`src/rtl/ddr_req_seq.sv`:
```
// ddr_req_seq: turns one client line request into DDR2 write/read strobes,
// with a per-phase wait timeout and a held single-entry response.
module ddr_req_seq #(
  parameter int ADDR_W  = 24,
  parameter int DATA_W  = 128,
  parameter int TIMEOUT = 4095
) (
  input  logic              clk,
  input  logic              reset,
  input  logic              req_valid,
  output logic              req_ready,
  input  logic [1:0]        req_op,
  input  logic [ADDR_W-1:0] req_raddr,
  input  logic [ADDR_W-1:0] req_waddr,
  input  logic [DATA_W-1:0] req_wdata,
  output logic              resp_valid,
  input  logic              resp_ready,
  output logic [DATA_W-1:0] resp_rdata,
  output logic              resp_err,
  output logic              ddr_we,
  output logic              ddr_re,
  output logic [ADDR_W-1:0] ddr_addr,
  output logic [DATA_W-1:0] ddr_wdata,
  input  logic [DATA_W-1:0] ddr_rdata,
  input  logic              ddr_wend,
  input  logic              ddr_rend,
  output logic [2:0]        state
);

  localparam int CW = $clog2(TIMEOUT + 1);

  typedef enum logic [2:0] {
    IDLE   = 3'd0,
    WR     = 3'd1,
    WR_REL = 3'd2,
    RD     = 3'd3,
    RD_REL = 3'd4,
    RESP   = 3'd5
  } st_e;

  st_e               st_q;
  logic              rdy_q;
  logic [1:0]        op_q;
  logic [ADDR_W-1:0] ra_q;
  logic [ADDR_W-1:0] wa_q;
  logic [DATA_W-1:0] wd_q;
  logic [DATA_W-1:0] rd_q;
  logic              err_q;
  logic [CW-1:0]     cnt_q;
  logic              tmo;

  assign tmo = (cnt_q == CW'(TIMEOUT - 1));

  always_ff @(posedge clk or negedge reset) begin
    if (!reset) begin
      st_q  <= IDLE;
      rdy_q <= 1'b0;
      op_q  <= '0;
      ra_q  <= '0;
      wa_q  <= '0;
      wd_q  <= '0;
      rd_q  <= '0;
      err_q <= 1'b0;
      cnt_q <= '0;
    end else begin
      cnt_q <= cnt_q + 1'b1;
      unique case (st_q)
        IDLE: begin
          if (req_valid && rdy_q) begin
            rdy_q <= 1'b0;
            op_q  <= req_op;
            ra_q  <= req_raddr;
            wa_q  <= req_waddr;
            wd_q  <= req_wdata;
            rd_q  <= '0;
            err_q <= 1'b0;
            cnt_q <= '0;
            unique case (1'b1)
              req_op == 2'b00: st_q <= RD;
              req_op == 2'b01: st_q <= WR;
              req_op == 2'b10: st_q <= WR;
              req_op == 2'b11: begin
                st_q  <= RESP;
                err_q <= 1'b1;
              end
            endcase
          end else begin
            rdy_q <= 1'b1;
          end
        end
        WR: begin
          if (ddr_wend) begin
            st_q  <= WR_REL;
            cnt_q <= '0;
          end else if (tmo) begin
            st_q  <= RESP;
            err_q <= 1'b1;
          end
        end
        WR_REL: begin
          if (!ddr_wend) begin
            if (op_q == 2'b10) begin
              st_q  <= RD;
              cnt_q <= '0;
            end else begin
              st_q <= RESP;
            end
          end else if (tmo) begin
            st_q  <= RESP;
            err_q <= 1'b1;
          end
        end
        RD: begin
          if (ddr_rend) begin
            st_q  <= RD_REL;
            cnt_q <= '0;
            rd_q  <= ddr_rdata;
          end else if (tmo) begin
            st_q  <= RESP;
            err_q <= 1'b1;
          end
        end
        RD_REL: begin
          if (!ddr_rend) begin
            st_q <= RESP;
          end else if (tmo) begin
            // an errored response never carries read data
            st_q  <= RESP;
            err_q <= 1'b1;
            rd_q  <= '0;
          end
        end
        RESP: begin
          if (resp_ready) begin
            st_q  <= IDLE;
            rdy_q <= 1'b1;
          end
        end
        default: begin
          st_q  <= IDLE;
          rdy_q <= 1'b1;
        end
      endcase
    end
  end

  assign state      = st_q;
  assign req_ready  = rdy_q;
  assign ddr_we     = (st_q == WR);
  assign ddr_re     = (st_q == RD);
  assign ddr_wdata  = wd_q;
  assign resp_valid = (st_q == RESP);
  assign resp_rdata = rd_q;
  assign resp_err   = err_q;

  assign ddr_addr = (st_q == WR || st_q == WR_REL) ? wa_q :
                    (st_q == RD || st_q == RD_REL) ? ra_q : '0;

endmodule

```
`config.mk`:
```
export PLATFORM = sky130hd
export DESIGN_NAME = ddr_req_seq
export DESIGN_NICKNAME = d
export VERILOG_FILES = /design/src/rtl/ddr_req_seq.sv
export SDC_FILE = /design/constraint.sdc
export NUM_CORES = 1
export LEC_CHECK = 0
export BUFFER_PORTS_ARGS = -buffer_cell sky130_fd_sc_hd__buf_4
export CAP_MARGIN = 10
export CORE_AREA = 4 4 233 235
export DETAILED_ROUTE_END_ITERATION = 7
export DIE_AREA = 0 0 237 239
export SETUP_SLACK_MARGIN = 0.1
export SLEW_MARGIN = 20
export SYNTH_ARGS = -nofsm -noshare
export SYNTH_HDL_FRONTEND = slang
export SYNTH_SLANG_ARGS = --single-unit
```
`constraint.sdc`:
```
create_clock -name clk -period 1.9 [get_ports clk]
set_input_delay 0 -clock clk [delete_from_list [all_inputs] [get_ports clk]]
set_output_delay 0 -clock clk [all_outputs]
set_load 0.01 [all_outputs]
```
### Word level (Yosys, flattened, before mapping)

Index checks and enable logic that the tools add are counted.

| cells by class | value |
|---|---|
| add/subtract/negate cells | 1 |
| multiply operators | 0 |
| divide/modulo/power cells | 0 |
| $lt $le $gt $ge | 0 |
| eq/ne operators | 18 |
| shifts and indexed selects | 0 |
| mux-type cells | 34 |
| bitwise gates (word level) | 1 |
| reduce and logical (&&, ||, !) cells | 14 |

Operators with widths:

| operator | count |
|---|---|
| $mux 128 | 4 |
| $pmux 128 s3 | 1 |
| $mux 12 | 5 |
| $mux 24 | 2 |
| $pmux 12 s4 | 1 |
| $mux 3 | 8 |
| $pmux 3 s6 | 1 |
| $add 12x1->12 const B | 1 |
| $eq 12x12->1 const B | 1 |
| $ne 2x2->1 const B | 6 |
| $mux 1 | 9 |
| $pmux 3 s3 | 1 |
| $eq 2x2->1 const B | 3 |
| $eq 3x2->1 const B | 2 |
| $eq 3x3->1 const B | 2 |
| $reduce_and 2->1 | 3 |
| $reduce_and 6->1 | 1 |
| $pmux 1 s5 | 1 |
| $reduce_and 5->1 | 1 |
| $reduce_bool 5->1 | 1 |
| $ne 2x1->1 const B | 2 |
| $reduce_or 4->1 | 1 |
| $eq 3x1->1 const B | 1 |
| $logic_not 3->1 | 1 |
| 8 further kinds | 9 |

| word-level totals | value |
|---|---|
| bits in registers | 323 |
| latch bits | 0 |
| bits in writable memories | 0 |
| memory bits (read-only) | 0 |
| output and inout bits | 288 |
| logic and storage cells | 77 |
| memories | 0 |

### Depth between registers and ports, before layout

Gate-level depths: netlist of the first run.

| depth | value |
|---|---|
| depth in word-level cells | 5 |
| depth in mapped cells | 8 |
| gate-level depth less buffers | 6 |

### Worst setup path before layout of the first run

Ideal clock, no wire load.

| timing path | value |
|---|---|
| path type | register -> register |
| start point | register st_q[2] (netlist: state[2]) |
| end point | register wd_q[34] (netlist: ddr_wdata[34]) |
| data arrival time | 1.621 ns |
| required time | 1.775 ns |
| slack | 0.154 ns |
| stages on the path, launching flop included | 8 |
| clock period less this slack | 1.746 ns |
| path through | dfrtp_1 -> buf_6 -> nand3b_4 -> nor3_2 -> buf_6 -> buf_8 -> buf_6 -> mux2_4 |

| on the way | value |
|---|---|
| cells in the longest elaborated chain, start to end | 2 |

Ends and longest elaborated chain:

| what | RTL line | RTL |
|---|---|---|
| start, declared | 41 | `st_e st_q;` |
| start signal, assigned | 56 | `st_q <= IDLE;` |
| start signal, assigned | 79 | `req_op == 2'b00: st_q <= RD;` |
| start signal, assigned | 80 | `req_op == 2'b01: st_q <= WR;` |
| $logic_not 3->1 | 67 | `unique case (st_q)` |
| $reduce_and 2->1 (no source line) | -- |  |
| end signal, assigned | 74 | `wd_q <= req_wdata;` |
| end, declared | 46 | `logic [DATA_W-1:0] wd_q;` |

Every way passes these cells.
A chain may end at the register's enable or synchronous reset.

### Worst setup path in the final report of the first run

| timing path | value |
|---|---|
| start point | register st_q[2] (netlist: state[2]) |
| end point | register rd_q[49] (netlist: resp_rdata[49]) |

| on the way | value |
|---|---|
| cells in the longest elaborated chain, start to end | 3 |
| elaborated cells between the ends (all ways) | 10 |
| classes of those cells | eq/ne: 6; mux: 1; reduce/logical: 3 |

Ends and longest elaborated chain:

| what | RTL line | RTL |
|---|---|---|
| $eq 3x3->1 (tied with other cells) | 67 |  |
| $ne 2x2->1 (no source line) (tied with other cells) | -- |  |
| $reduce_and 5->1 (no source line) | -- |  |
| end signal, assigned | 117 | `rd_q <= ddr_rdata;` |
| end, declared | 47 | `logic [DATA_W-1:0] rd_q;` |

Several ways; a longest one is shown, not always the timed one.

==> results of run 1 <==
cell families (layout without fill, tap and decap cells):
| logic type | Yosys count | count (layout) | synth area share |
|---|---|---|---|
| fa+ha+maj | 2 | 2 | 0.00198 |
| flops | 323 | 323 | 0.638 |
| simple gates | 57 | 57 | 0.0259 |
| mux | 180 | 180 | 0.167 |
| buf+inv | 67 | 1118 | 0.0387 |
| compound gates | 180 | 180 | 0.120 |
| xor+xnor | 11 | 11 | 0.00761 |
| other cells | 0 | 2 | 0 |
worst max-delay path: cells and delay by family (launching register included):
family | cells | cell delay, ps
simple gates | 1 | 160
compound gates | 3 | 460
buf+inv | 6 | 820
flops | 1 | 450
layout by cell type (no fill, tap or decap), drive strengths merged, types with 7 or more instances in the layout:
cell type / count
nand2: 8
bufinv: 7
a21oi: 7
clkinv: 8
clkbuf: 51
xnor2: 7
nor2: 18
dlygate4sd3: 311
nor3: 8
mux2: 177
dfrtp: 323
a22o: 152
buf: 732
layer usage:
layer	vias up	global-route usage
li1	5102	-
met1	5843	0.199
met2	483	0.318
met3	123	0.0528
met4	0	0.0663
met5	-	0
timing repair:
item                       CTS  global route
hold endpoints to repair   633             0
setup endpoints to repair  273           334
resized for setup          241            72
hold buffers               312             0
buffers inserted            50             9
pin swaps                    9            20
cloned                      32             7
state kept, by name, summed over array words and instances (netlist names):
register    cells
op_q            2
wa_q           24
resp_err        1
ra_q           24
ddr_wdata     128
state           3
cnt_q          12
req_ready       1
resp_rdata    128
worst max-delay path by stage:
stage                              start                          to
global placement    state[2]$_DFFE_PN0P_  ddr_wdata[101]$_DFFE_PN0P_
detailed placement  state[1]$_DFFE_PN0P_  resp_rdata[60]$_DFFE_PN0P_
floorplan           state[2]$_DFFE_PN0P_   ddr_wdata[34]$_DFFE_PN0P_
global route        state[0]$_DFFE_PN0P_                ddr_addr[19]
finish              state[2]$_DFFE_PN0P_  resp_rdata[49]$_DFFE_PN0P_
CTS                 state[1]$_DFFE_PN0P_                 ddr_addr[1]
power by group through the flow:
stage          clock network [W]  logic [W]  registers, W
3_5_place_dp                   0     0.0137        0.0115
4_1_cts                  0.00777     0.0197        0.0114
5_1_grt                  0.00807     0.0215        0.0119
2_1_floorplan                  0    0.00606        0.0122
3_3_place_gp                   0     0.0136        0.0114
6_report                 0.00755     0.0205        0.0116
stage by stage:
stage               cell area (um^2)  TNS (ps)  total power [W]  cells
floorplan                      12700         0           0.0182    820
global route                   25100    -23820           0.0415   2561
finish                         25100     -8150           0.0397   2561
global placement               18200         0           0.0250   2097
detailed placement             18200         0           0.0252   2097
CTS                            24800    -16530           0.0389   2554
area by class of cell:
cell class,instances,area (um^2)
Tap cell,688,861
Multi-Input combinational cell,430,4770
Clock buffer,45,1010
Clock inverter,18,273
Inverter,6,22.5
Sequential cell,323,8090
Antenna cell,2,5.00
Fill cell,4248,27100
Timing Repair Buffer,1049,10100
==> impl_metrics.json, run 1 <==
{
  "status": "finished, violations left",
  "violations": "negative setup slack",
  "synth-seq-area-share": 0.638,
  "synth_top_area_share": 0.638,
  "cp_data_arrival_time_ps": 2440,
  "clock-root-buffer": "clkbuf_16",
  "p_sw_w": 0.0128,
  "place.gp.congestion": 0.846,
  "crit_top_cell": "buf_12",
  "fin_hold_ws_ps": 149,
  "grt_max_degree": 76,
  "synth_most_common_cell": "dfrtp_1",
  "grt-ovfl-total": 0,
  "endpoint_kind": "flip-flop",
  "wl_met3_mm": 3.91,
  "synth-seq-cells": 323,
  "num-nets-final": 2160,
  "cpPeakStageDelay_ps": 450,
  "synth.avg_cell_area_um2": 15.4,
  "wl_per_cell_um": 21.0,
  "swShare": 0.322,
  "startpoint_type": "flip-flop",
  "synth.distinct_cells": 48,
  "grtUsageTotal": 0.177,
  "yosys_warnings": 0,
  "setup_viol": 165,
  "worst_slew_pin_slew_ps": 520,
  "r2r_cells": 10,
  "crit_slowest_cell": "dfrtp_2",
  "r2r-end": "resp_rdata[49]$_DFFE_PN0P_",
  "cts_max_level": 2,
  "cts_buffers": 36,
  "core_area_um2": 52200,
  "peakVddDrop_mv": 1.03,
  "viasPerCell": 4.51,
  "final_core_util": 0.481,
  "insertion_delay_ps": 520,
  "syn_area_um2": 12700,
  "synth_common_cells": "dfrtp_1 (323), a22o_1 (152), mux2_2 (149)",
  "synthFlopType": "dfrtp_1",
  "num_rows": 84,
  "cts.sinks": 323,
  "post_synth_inst_count": 820,
  "async_flop_share": 1.00,
  "area_growth_pct": 98.4,
  "met1_length_mm": 20.1,
  "grt_pass1_wl_mm": 79.1,
  "top_layer": "met4",
  "maxCapViolations": 0,
  "intPower_w": 0.0269,
  "required_ps": 2300,
  "finalHoldViolations": 0,
  "drive_gt1_frac": 0.534,
  "dp.final_hpwl_mm": 31.0,
  "p_per_area_nw_per_um2": 1580,
  "hp-class": "input port to async pin",
  "io_pins": 600,
  "port_buffers": 599,
  "cts_tree": "done",
  "fin_ws_ps": -137,
  "clkPwrFrac": 0.190,
  "fmax_mhz": 491,
  "die_w_um": 237,
  "clk_pin_slew_worst_paths_ps": 60,
  "drt_wl_total_mm": 53.7,
  "drv_slew": 0,
  "cts_buffer_depth": 3,
  "rsz0062_at_grt": "true",
  "finalCritPeriodShare": 1.07,
  "dieArea_um2": 56600,
  "yosys-top-cells-area": "dfrtp_1 (64%), mux2_2 (13%), a22o_1 (11%)",
  "worstSetupPathType": "flip-flop to flip-flop",
  "vias": 11600,
  "p_leak_nw": 12.3,
  "r2r-start": "state[2]$_DFFE_PN0P_",
  "ant_nets": 0,
  "skew_ps": 7.70,
  "antenna_found_initial": 2,
  "grt_pass1_vias": 13200,
  "syn_nets": 1134,
  "drtIter0Drc": 366,
  "slew_headroom": 0.653,
  "synth_edf_count": 0,
  "start_util": 0.243,
  "drc_errors": 0,
  "synth_largest_area_cell": "dfrtp_1",
  "r2r_slack_ps": -140,
  "comb_power_share": 0.517,
  "worstPathCellList": "buf_6 > nand3b_4 > buf_6 > a21boi_4 > o22ai_4 > buf_12 > buf_12 > buf_12 > buf_16 > a22o_1",
  "pre_cts_slack_ps": 23.8,
  "worstPathMaxFanout": 5,
  "pwr-share-seq": 0.293,
  "die_y_um": 239,
  "first_pass_iters": 4,
  "finalCriticalPeriod_ps": 2040,
  "routed-wl-met2_mm": 27.8
}
No activity file was read; power rests on OpenSTA's default activity.
==> run 2: changes to the inputs <==
Settings changed: GPL_ROUTABILITY_DRIVEN from default to 0.
Clock period 1.9 ns to 2.2 ns, I/O delays scaled along.
==> impl_metrics.json, run 2 (synthesized netlist as in run 1, its figures left out) <==
{
  "worstPathMaxFanout": 6,
  "worst_slew_pin_slew_ps": 541,
  "dieArea_um2": 56600,
  "start_util": 0.243,
  "num-nets-final": 2064,
  "fin_setup_tns_ps": 0,
  "hp-class": "input port to async pin",
  "r2r_slack_ps": 280,
  "grt_max_degree": 92,
  "finalCriticalPeriod_ps": 2010,
  "p_per_area_nw_per_um2": 1280,
  "die_w_um": 237,
  "final_core_util": 0.430,
  "setup_viol": 0,
  "grt-ovfl-total": 0,
  "p_sw_w": 0.00946,
  "num_rows": 84,
  "grt_pass1_vias": 12000,
  "r2r-start": "state[0]$_DFFE_PN0P_",
  "vias": 10900,
  "grt.met3_usage": 0.0472,
  "first_pass_iters": 4,
  "clock-root-buffer": "clkbuf_16",
  "ant_nets": 0,
  "worstPathCellList": "nor2b_4 > and2_4 > nand2b_4 > clkbuf_16 > a22o_1 > buf_4",
  "drt_wl_total_mm": 46.4,
  "final_common_cell": "buf_4",
  "die_y_um": 239,
  "clk_pin_slew_worst_paths_ps": 50,
  "io_pins": 600,
  "viasPerCell": 4.40,
  "cts_tree": "done",
  "antenna_cells": 0,
  "grt.busiest_layer": "met2",
  "drv_slew": 0,
  "drive_gt1_frac": 0.499,
  "skew_ps": 22.1,
  "comb_power_share": 0.434,
  "startpoint_type": "flip-flop",
  "core_area_um2": 52200,
  "finalCritPeriodShare": 0.914,
  "pwr-share-seq": 0.344,
  "clkPwrFrac": 0.222,
  "rsz0062_at_grt": "false",
  "met1_usage": 0.178,
  "port_buffers": 599,
  "crit_buf_inv": 2,
  "insertion_delay_ps": 540,
  "fin_hold_ws_ps": 22.3,
  "grtUsageTotal": 0.155,
  "crit_slowest_cell": "dfrtp_1",
  "drc_errors": 0,
  "status": "finished clean",
  "grt_pass1_wl_mm": 70.3,
  "antenna_found_initial": 0,
  "fmax_mhz": 497,
  "crit_cells": 6,
  "drtIter0Drc": 436,
  "slew_headroom": 0.639,
  "grtUsageMet2": 0.275,
  "totalPowerFinal_w": 0.0287,
  "p_leak_nw": 10.8,
  "layout_common_cells": "buf_4 (623), dfrtp_1 (321), dlygate4sd3_1 (311)",
  "intPower_w": 0.0193,
  "area_growth_pct": 77.5,
  "endpoint_kind": "output pin",
  "placed_cell_area_um2": 18000,
  "worstSetupPathType": "flip-flop to output pin",
  "cts_buffer_depth": 3,
  "final_area_um2": 22500,
  "cp_top_family": "simple AND/OR/NAND/NOR gates",
  "swShare": 0.329,
  "cts.sinks": 323,
  "cpPeakStageDelay_ps": 430,
  "cts_max_level": 2,
  "r2r-end": "ra_q[12]$_DFFE_PN0P_",
  "finalHoldViolations": 0,
  "required_ps": 2200,
  "maxCapViolations": 0,
  "dp.final_hpwl_mm": 30.8,
  "cts_buffers": 38,
  "wl_per_cell_um": 18.8,
  "peakVddDrop_mv": 0.798,
  "r2r_cells": 6,
  "cp_data_arrival_time_ps": 2010
}
## run 2: layout make-up
type / instances / area, um^2
Timing Repair Buffer: 951 / 8110
Clock buffer: 60 / 1120
Inverter: 6 / 22.5
Sequential cell: 323 / 8090
Tap cell: 688 / 861
Clock inverter: 8 / 131
Multi-Input combinational cell: 430 / 4150
Fill cell: 4626 / 29700
## run 2: stage by stage
step                cells  setup slack, ps
floorplan             820              454
global placement     2082              316
detailed placement   2082              287
CTS                  2463             99.9
global route         2466             94.4
finish               2466              189
## run 2: power groups by stage
stage | clock, W | combinational, W | sequential (W)
floorplan | 0 | 0.00524 | 0.0105
finish | 0.00637 | 0.0125 | 0.00986
global route | 0.00679 | 0.0133 | 0.0101
CTS | 0.00658 | 0.0124 | 0.00981
detailed placement | 0 | 0.0117 | 0.00987
global placement | 0 | 0.0116 | 0.00981
## run 2: worst max path at each step
stage | end | startpoint | slack (ps)
final | ddr_addr[16] | state[1]$_DFFE_PN0P_ | 190
after detailed placement | ddr_wdata[110]$_DFFE_PN0P_ | state[2]$_DFFE_PN0P_ | 290
after global placement | ddr_wdata[123]$_DFFE_PN0P_ | state[2]$_DFFE_PN0P_ | 320
after global routing | ddr_addr[1] | state[1]$_DFFE_PN0P_ | 90
after floorplan | ddr_wdata[34]$_DFFE_PN0P_ | state[2]$_DFFE_PN0P_ | 450
after CTS | ddr_addr[1] | state[1]$_DFFE_PN0P_ | 100
## run 2: layer usage
layer,vias to the layer above,part of all wire
li1,4897,-
met1,5413,0.38
met2,458,0.51
met3,94,0.079
met4,0,0.032
met5,-,0
## run 2: worst reg2reg max path, cell delays in order (launching register included)
cell and delay [ps]:
dfrtp_2 390, buf_4 150, buf_4 130, nor3_4 190, buf_12 250, buf_12 290, mux2_2 410
## run 2: repair_timing
action	CTS	global route
endpoints found under the setup margin	24	8
endpoints found under the hold margin	633	0
hold buffers	311	0
cloned	1	1
gates resized for setup	12	5
pin swaps	0	7
buffers inserted	1	2
